<file path="config.mk">
export PLATFORM = sky130hd
export DESIGN_NAME = amf_scan_ctrl_flat
export DESIGN_NICKNAME = d
export VERILOG_FILES = /design/src/rtl/amf_scan_if.sv /design/src/rtl/amf_scan_ctrl.sv /design/src/flat_wrapper.sv
export SDC_FILE = /design/constraint.sdc
export NUM_CORES = 1
export LEC_CHECK = 0
export BUFFER_PORTS_ARGS = -buffer_cell sky130_fd_sc_hd__buf_2
export CORE_MARGIN = 1.5
export CORE_UTILIZATION = 45
export CTS_BUF_LIST = sky130_fd_sc_hd__clkbuf_4 sky130_fd_sc_hd__clkbuf_8 sky130_fd_sc_hd__clkbuf_16
export CTS_CLUSTER_DIAMETER = 80
export CTS_CLUSTER_SIZE = 28
export DETAILED_ROUTE_END_ITERATION = 16
export MAX_ROUTING_LAYER = met4
export SETUP_SLACK_MARGIN = 0.02
export SYNTH_ARGS = -nofsm -noshare
export SYNTH_HDL_FRONTEND = slang
export SYNTH_SLANG_ARGS = --single-unit
export TNS_END_PERCENT = 50
</file>
<file path="constraint.sdc">
create_clock -name clk -period 13.25 [get_ports clk]
set_clock_uncertainty 0.1 [all_clocks]
set_input_delay 0 -clock clk [delete_from_list [all_inputs] [get_ports clk]]
set_output_delay 0 -clock clk [all_outputs]
set_load 0.05 [all_outputs]
</file>
<file path="src/rtl/amf_scan_if.sv">
// Bus between the frame-scan controller and its image RAM, filter core and output RAM.
// Handshake: win_valid has no ready, so the core takes every beat; dec_valid is a one-cycle strobe honoured only in WAIT after win_last.
interface amf_scan_if #(
  parameter int AW = 12,
  parameter int DW = 8
) ();
  logic          start;
  logic          rd_en;
  logic [AW-1:0] rd_addr;
  logic [DW-1:0] rd_data;
  logic          win_valid;
  logic [DW-1:0] win_data;
  logic          win_first;
  logic          win_last;
  logic [3:0]    win_size;
  logic          dec_valid;
  logic          dec_grow;
  logic [DW-1:0] dec_pix;
  logic          wr_en;
  logic [AW-1:0] wr_addr;
  logic [DW-1:0] wr_data;
  logic [15:0]   fb_cnt;
  logic          endF;

  modport master (
    input  start, rd_data, dec_valid, dec_grow, dec_pix,
    output rd_en, rd_addr, win_valid, win_data, win_first, win_last, win_size,
           wr_en, wr_addr, wr_data, fb_cnt, endF
  );

  modport slave (
    output start, rd_data, dec_valid, dec_grow, dec_pix,
    input  rd_en, rd_addr, win_valid, win_data, win_first, win_last, win_size,
           wr_en, wr_addr, wr_data, fb_cnt, endF
  );
endinterface

</file>
<file path="src/rtl/amf_scan_ctrl.sv">
// Frame-scan controller for the adaptive median filter: walks the image in row-major order,
// streams a clamped square window per pixel, grows it on request and writes each result.
module amf_scan_ctrl #(
  parameter int IMG_W = 64,
  parameter int IMG_H = 64,
  parameter int SMAX  = 7,
  parameter int AW    = 12,
  parameter int DW    = 8
) (
  input  logic         clk,
  input  logic         rst,
  amf_scan_if.master   bus,
  output logic [2:0]   state_dbg
);

  localparam int RW = $clog2(IMG_H);
  localparam int CW = $clog2(IMG_W);

  typedef enum logic [2:0] {
    IDLE  = 3'd0,
    READ  = 3'd1,
    WAIT  = 3'd2,
    WRITE = 3'd3,
    DONE  = 3'd4
  } state_t;

  state_t            state;
  logic [RW-1:0]     row;
  logic [CW-1:0]     col;
  logic [3:0]        size;
  logic signed [4:0] wy;
  logic signed [4:0] wx;
  logic              cen_pend;
  logic [DW-1:0]     cen_pix;

  int                h_i;
  int                wy_i;
  int                wx_i;
  int                nwy_i;
  int                nwx_i;
  int                nxt_row;
  int                nxt_col;
  logic              first_rd;
  logic              last_rd;
  logic              centre_rd;
  logic              last_col;
  logic              last_pix;
  logic [AW-1:0]     start_addr;
  logic [AW-1:0]     step_addr;
  logic [AW-1:0]     grow_addr;
  logic [AW-1:0]     pix_addr;
  logic [AW-1:0]     next_pix_addr;

  // Window coordinates outside the frame are clamped to the nearest edge pixel.
  function automatic logic [AW-1:0] win_addr(input int r, input int c, input int dy, input int dx);
    int y;
    int x;
    y = r + dy;
    x = c + dx;
    if (y < 0) y = 0;
    else if (y > IMG_H - 1) y = IMG_H - 1;
    if (x < 0) x = 0;
    else if (x > IMG_W - 1) x = IMG_W - 1;
    return AW'(y * IMG_W + x);
  endfunction

  always_comb begin
    h_i       = (int'(size) - 1) / 2;
    wy_i      = int'(wy);
    wx_i      = int'(wx);
    first_rd  = (wy_i == -h_i) && (wx_i == -h_i);
    last_rd   = (wy_i == h_i) && (wx_i == h_i);
    centre_rd = (wy_i == 0) && (wx_i == 0);
    nwy_i     = wy_i;
    nwx_i     = wx_i + 1;
    if (wx_i == h_i) begin
      nwy_i = wy_i + 1;
      nwx_i = -h_i;
    end
    last_col      = (int'(col) == IMG_W - 1);
    last_pix      = last_col && (int'(row) == IMG_H - 1);
    nxt_row       = last_col ? int'(row) + 1 : int'(row);
    nxt_col       = last_col ? 0 : int'(col) + 1;
    start_addr    = win_addr(0, 0, -1, -1);
    step_addr     = win_addr(int'(row), int'(col), nwy_i, nwx_i);
    grow_addr     = win_addr(int'(row), int'(col), -(h_i + 1), -(h_i + 1));
    pix_addr      = win_addr(int'(row), int'(col), 0, 0);
    next_pix_addr = win_addr(nxt_row, nxt_col, -1, -1);
  end

  // Read data arrives one cycle after rd_en, exactly when win_valid is high.
  assign bus.win_data = bus.win_valid ? bus.rd_data : '0;
  assign bus.win_size = size;
  assign state_dbg    = state;

  always_ff @(posedge clk) begin
    if (rst) begin
      state         <= IDLE;
      row           <= '0;
      col           <= '0;
      size          <= 4'd3;
      wy            <= '0;
      wx            <= '0;
      cen_pend      <= 1'b0;
      cen_pix       <= '0;
      bus.rd_en     <= 1'b0;
      bus.rd_addr   <= '0;
      bus.win_valid <= 1'b0;
      bus.win_first <= 1'b0;
      bus.win_last  <= 1'b0;
      bus.wr_en     <= 1'b0;
      bus.wr_addr   <= '0;
      bus.wr_data   <= '0;
      bus.fb_cnt    <= '0;
      bus.endF      <= 1'b0;
    end else begin
      bus.win_valid <= bus.rd_en;
      bus.win_first <= 1'b0;
      bus.win_last  <= 1'b0;
      bus.wr_en     <= 1'b0;
      cen_pend      <= 1'b0;
      if (cen_pend) cen_pix <= bus.rd_data;

      case (state)
        IDLE, DONE: begin
          if (bus.start) begin
            state       <= READ;
            row         <= '0;
            col         <= '0;
            size        <= 4'd3;
            wy          <= -5'sd1;
            wx          <= -5'sd1;
            bus.endF    <= 1'b0;
            bus.fb_cnt  <= '0;
            bus.rd_en   <= 1'b1;
            bus.rd_addr <= start_addr;
          end
        end

        READ: begin
          bus.win_first <= first_rd;
          bus.win_last  <= last_rd;
          cen_pend      <= centre_rd;
          if (last_rd) begin
            bus.rd_en <= 1'b0;
            state     <= WAIT;
          end else begin
            wy          <= 5'(nwy_i);
            wx          <= 5'(nwx_i);
            bus.rd_addr <= step_addr;
          end
        end

        // The win_last cycle is the first WAIT cycle; decisions are taken only after it.
        WAIT: begin
          if (bus.dec_valid && !bus.win_last) begin
            if (!bus.dec_grow) begin
              bus.wr_en   <= 1'b1;
              bus.wr_addr <= pix_addr;
              bus.wr_data <= bus.dec_pix;
              state       <= WRITE;
            end else if (size < 4'(SMAX)) begin
              size        <= size + 4'd2;
              wy          <= 5'(-(h_i + 1));
              wx          <= 5'(-(h_i + 1));
              bus.rd_en   <= 1'b1;
              bus.rd_addr <= grow_addr;
              state       <= READ;
            end else begin
              bus.wr_en   <= 1'b1;
              bus.wr_addr <= pix_addr;
              bus.wr_data <= cen_pix;
              if (bus.fb_cnt != 16'hFFFF) bus.fb_cnt <= bus.fb_cnt + 16'd1;
              state       <= WRITE;
            end
          end
        end

        WRITE: begin
          size <= 4'd3;
          if (last_pix) begin
            bus.endF <= 1'b1;
            state    <= DONE;
          end else begin
            row         <= RW'(nxt_row);
            col         <= CW'(nxt_col);
            wy          <= -5'sd1;
            wx          <= -5'sd1;
            bus.rd_en   <= 1'b1;
            bus.rd_addr <= next_pix_addr;
            state       <= READ;
          end
        end

        default: state <= IDLE;
      endcase
    end
  end

endmodule
</file>
<file path="src/flat_wrapper.sv">
// flat-port wrapper written by rule: the top's interface ports become plain ports
module amf_scan_ctrl_flat 
#(
  parameter int IMG_W = 64,
  parameter int IMG_H = 64,
  parameter int SMAX  = 7,
  parameter int AW    = 12,
  parameter int DW    = 8
)
  (clk, rst, state_dbg, bus_start, bus_rd_data, bus_dec_valid, bus_dec_grow, bus_dec_pix, bus_rd_en, bus_rd_addr, bus_win_valid, bus_win_data, bus_win_first, bus_win_last, bus_win_size, bus_wr_en, bus_wr_addr, bus_wr_data, bus_fb_cnt, bus_endF);
  amf_scan_if #(.AW(AW), .DW(DW)) bus_i ();
  input  logic clk;
  input  logic rst;
  output logic [2:0] state_dbg;
  input wire logic [$bits(bus_i.start)-1:0] bus_start;
  input wire logic [$bits(bus_i.rd_data)-1:0] bus_rd_data;
  input wire logic [$bits(bus_i.dec_valid)-1:0] bus_dec_valid;
  input wire logic [$bits(bus_i.dec_grow)-1:0] bus_dec_grow;
  input wire logic [$bits(bus_i.dec_pix)-1:0] bus_dec_pix;
  output wire logic [$bits(bus_i.rd_en)-1:0] bus_rd_en;
  output wire logic [$bits(bus_i.rd_addr)-1:0] bus_rd_addr;
  output wire logic [$bits(bus_i.win_valid)-1:0] bus_win_valid;
  output wire logic [$bits(bus_i.win_data)-1:0] bus_win_data;
  output wire logic [$bits(bus_i.win_first)-1:0] bus_win_first;
  output wire logic [$bits(bus_i.win_last)-1:0] bus_win_last;
  output wire logic [$bits(bus_i.win_size)-1:0] bus_win_size;
  output wire logic [$bits(bus_i.wr_en)-1:0] bus_wr_en;
  output wire logic [$bits(bus_i.wr_addr)-1:0] bus_wr_addr;
  output wire logic [$bits(bus_i.wr_data)-1:0] bus_wr_data;
  output wire logic [$bits(bus_i.fb_cnt)-1:0] bus_fb_cnt;
  output wire logic [$bits(bus_i.endF)-1:0] bus_endF;
  assign bus_i.start = bus_start;
  assign bus_i.rd_data = bus_rd_data;
  assign bus_i.dec_valid = bus_dec_valid;
  assign bus_i.dec_grow = bus_dec_grow;
  assign bus_i.dec_pix = bus_dec_pix;
  assign bus_rd_en = bus_i.rd_en;
  assign bus_rd_addr = bus_i.rd_addr;
  assign bus_win_valid = bus_i.win_valid;
  assign bus_win_data = bus_i.win_data;
  assign bus_win_first = bus_i.win_first;
  assign bus_win_last = bus_i.win_last;
  assign bus_win_size = bus_i.win_size;
  assign bus_wr_en = bus_i.wr_en;
  assign bus_wr_addr = bus_i.wr_addr;
  assign bus_wr_data = bus_i.wr_data;
  assign bus_fb_cnt = bus_i.fb_cnt;
  assign bus_endF = bus_i.endF;
  amf_scan_ctrl #(.IMG_W(IMG_W), .IMG_H(IMG_H), .SMAX(SMAX), .AW(AW), .DW(DW)) u_core (.clk(clk), .rst(rst), .bus(bus_i), .state_dbg(state_dbg));
endmodule
</file>
==> results_dict.tcl <==
set metrics [dict create \
    status "finished clean" \
    worstPathArrival_ns 8.02 \
    total_power_uw 748.1 \
    avgSynthCellArea_um2 7.802 \
    leakage_nw 3.711 \
    numCtsBuffers 9 \
    port_buffers 89 \
    vdd_drop_max_mv 0.06022 \
    core_area_um2 17120 \
    synth_edf_count 0 \
    hpwlAfterDp_um 16510 \
    drt_pass1_iterations 5 \
    drt_iter0_drc 466 \
    max_freq_mhz 126.4 \
    syn_area_um2 7817 \
    cpMaxStageDelayCell "nor3b_1" \
    cts-root-buf "clkbuf_16" \
    diodes 0 \
    crit_start "u_core.bus.win_size[1]$_SDFFE_PP1P_" \
    io_pins 90 \
    grt_setup_unrepaired "false" \
    fp.dieW_um 134.8 \
    htreeDepth 3 \
    finalCriticalPeriod_ns 7.909 \
    fp.dieH_um 134.8 \
    hold_viol_final 0 \
    wirelength_um 22710 \
    grt_usage_pct 26.03 \
    worst_setup_path_start_kind "flip-flop" \
    yosysWarnings 0 \
    required_ns 13.36 \
    p_per_area_nw_per_um2 84.12 \
    drc_errors 0 \
    syn_inst 1002 \
    clockBufferDepth 2 \
    cts_setup_buffers 0 \
    fin_nets 1192 \
    maxCapViolations 0 \
    cpMostUsedCell "ha_1" \
    crit_type "flip-flop to flip-flop" \
    initial_utilization_pct 45.67 \
    final_max_slew_viol_count 0 \
    overflow 0 \
    synth_flop_cell "dfxtp_1" \
    slew_headroom_pct 29.91 \
    slowest_delay_ns 0.55 \
    grt_pass1_vias 6890 \
    clk_latency_ns 0.35 \
    area_growth_pct 13.76 \
    cts_tree "yes" \
    cts_resized 0 \
    grt_pass1_wl_um 36450 \
    grt_antenna_before_repair 0 \
    dieArea_um2 18170 \
    path_clk_slew_ns 0.07 \
    setup_viol 0 \
    end_kind "flip-flop" \
    gp_congestion 0.8804 \
    async_reset_ff_share_pct 0 \
    hp-start "bus_start" \
    yosysUniqueCellTypes 83 \
    fin_crit_sh_pct 59.69 \
    cp_max_fo 17 \
    hold_class "input port to flip-flop" \
    grt_max_degree 75 \
    worstMarginPinSlew_ns 1.045 \
    vias 7512 \
    num_rows 48 \
    hold_buffers 16 \
    layout-drive-gt1-share_pct 13.17 \
    wire_per_inst_um 17.23 \
    viasPerCell 5.700 \
    synth_seq_area_share_pct 23.56 \
    cts_sinks 92 \
    ys_seq_elements 92 \
    finalNonFillerCells 1318 \
    fin_setup_tns_ns 0 \
    ant_nets 0 \
    reg2reg_from "u_core.bus.win_size[1]$_SDFFE_PP1P_" \
    placed_cells 1286 \
]
[area by class of cell]
cell class	instances	area, um^2
fill	1704	8223
multi-input combinational	820	5603
sequential	92	1842
timing repair buffer	114	673.1
tap	225	281.5
clock buffer	9	225.2
inverter	51	191.4
clock inverter	7	77.57
[cell families after synthesis]
family	after synthesis	share of synthesized area, %
other cells	2	0.09607
compound gates	255	21.03
xor+xnor	79	9.267
fa+ha+maj	83	13.96
buf+inv	107	5.650
mux	27	3.489
simple gates	357	22.95
flops	92	23.56
[placed cells by master (no fill, tap or decap), drive strengths merged, types with 19 or more instances in the layout]
| cell type | count |
|---|---|
| a21oi | 100 |
| mux2i | 25 |
| dfxtp | 92 |
| nand2 | 98 |
| a211oi | 24 |
| ha | 76 |
| buf | 98 |
| conb | 19 |
| inv | 55 |
| xnor2 | 45 |
| nor2 | 92 |
| nor3 | 28 |
| o21ai | 38 |
| nand3 | 31 |
| nand4 | 20 |
| xor2 | 33 |
[critical path, delay by kind of cell (launching register included)]
kind                       cells  cell delay, ns
and+or+nand+nor               13            3.58
xor gates and xnor gates       1            0.15
buffers and inverters          1            0.14
muxes                          1            0.45
AOI/OAI and AO/OA              7            1.08
DFF                            1            0.34
adders and majority gates      7            1.92
[synthesized netlist by cell type, drive strengths merged, types with 4 or more instances]
library cell / number / area (um^2)
a21oi: 100 / 500.5
nand2: 98 / 367.9
dfxtp: 92 / 1842
nor2: 92 / 345.3
ha: 76 / 950.9
inv: 51 / 191.4
xnor2: 45 / 412.9
o21ai: 38 / 190.2
clkbuf: 37 / 138.9
xor2: 33 / 289.0
nand3: 31 / 155.2
nor3: 28 / 151.4
mux2i: 25 / 250.2
a211oi: 24 / 185.2
nand4: 20 / 131.4
buf: 19 / 111.4
and2: 15 / 96.34
a21o: 14 / 105.1
o21a: 10 / 75.07
nor2b: 9 / 56.30
nor4: 9 / 77.57
and3: 8 / 50.05
or2: 8 / 50.05
a311oi: 7 / 67.56
a31oi: 7 / 43.79
fa: 7 / 140.1
or3: 7 / 43.79
a22oi: 6 / 45.04
nand2b: 6 / 37.54
o221ai: 6 / 52.55
a221oi: 5 / 50.04
nor3b: 5 / 37.54
or4: 5 / 41.29
o21bai: 4 / 30.03
o22ai: 4 / 25.02
[flip-flops by register name, indices dropped and copies added, names as in the netlist, 5 cells and up]
name,flops
u_core.bus.wr_data,8
u_core.row,6
u_core.cen_pix,8
u_core.bus.fb_cnt,16
u_core.bus.rd_addr,12
u_core.bus.wr_addr,12
u_core.wx,5
u_core.col,6
u_core.wy,5
[metrics by stage]
step                      hold WS (ns)  setup slack (ns)  area, um^2  utilization, %
after floorplan                0.04716             6.225        7881               -
after global placement          0.1491             5.602        8431           49.25
after detailed placement        0.1642             5.429        8431           49.25
after CTS                      0.02503             5.406        8894           51.96
after global routing           0.06592             4.563        8894           51.96
final                          0.04302             5.341        8894           51.96
[worst paths after layout]
check / depth (start not counted) / endpoint / slack [ns]
setup / recovery: 30 / u_core.bus.rd_addr[8]$_SDFFE_PP0P_ / 5.34
setup reg to reg: 30 / u_core.bus.rd_addr[8]$_SDFFE_PP0P_ / 5.34
hold / removal: 4 / u_core.bus.endF$_SDFFE_PP0P_ / 0.04
hold reg to reg: 2 / u_core.bus.wr_addr[5]$_SDFFE_PP0P_ / 0.36
[layer usage]
metal | vias to the layer above | part of all wire [%] | global-route usage [%]
li1 | 3748 | - | -
met4 | 0 | 1.8 | 7.646
met1 | 3541 | 49 | 36.96
met3 | 29 | 5.2 | 3.228
met2 | 194 | 44 | 38.66
met5 | - | 0 | -
[power by group]
group / switching [mW] / internal (mW) / leakage [nW]
Sequential: 0.0150 / 0.283 / 0.745
Combinational: 0.113 / 0.0675 / 2.82
Clock: 0.135 / 0.135 / 0.146
Total: 0.262 / 0.486 / 3.71
(Power assumes the default switching activity.)
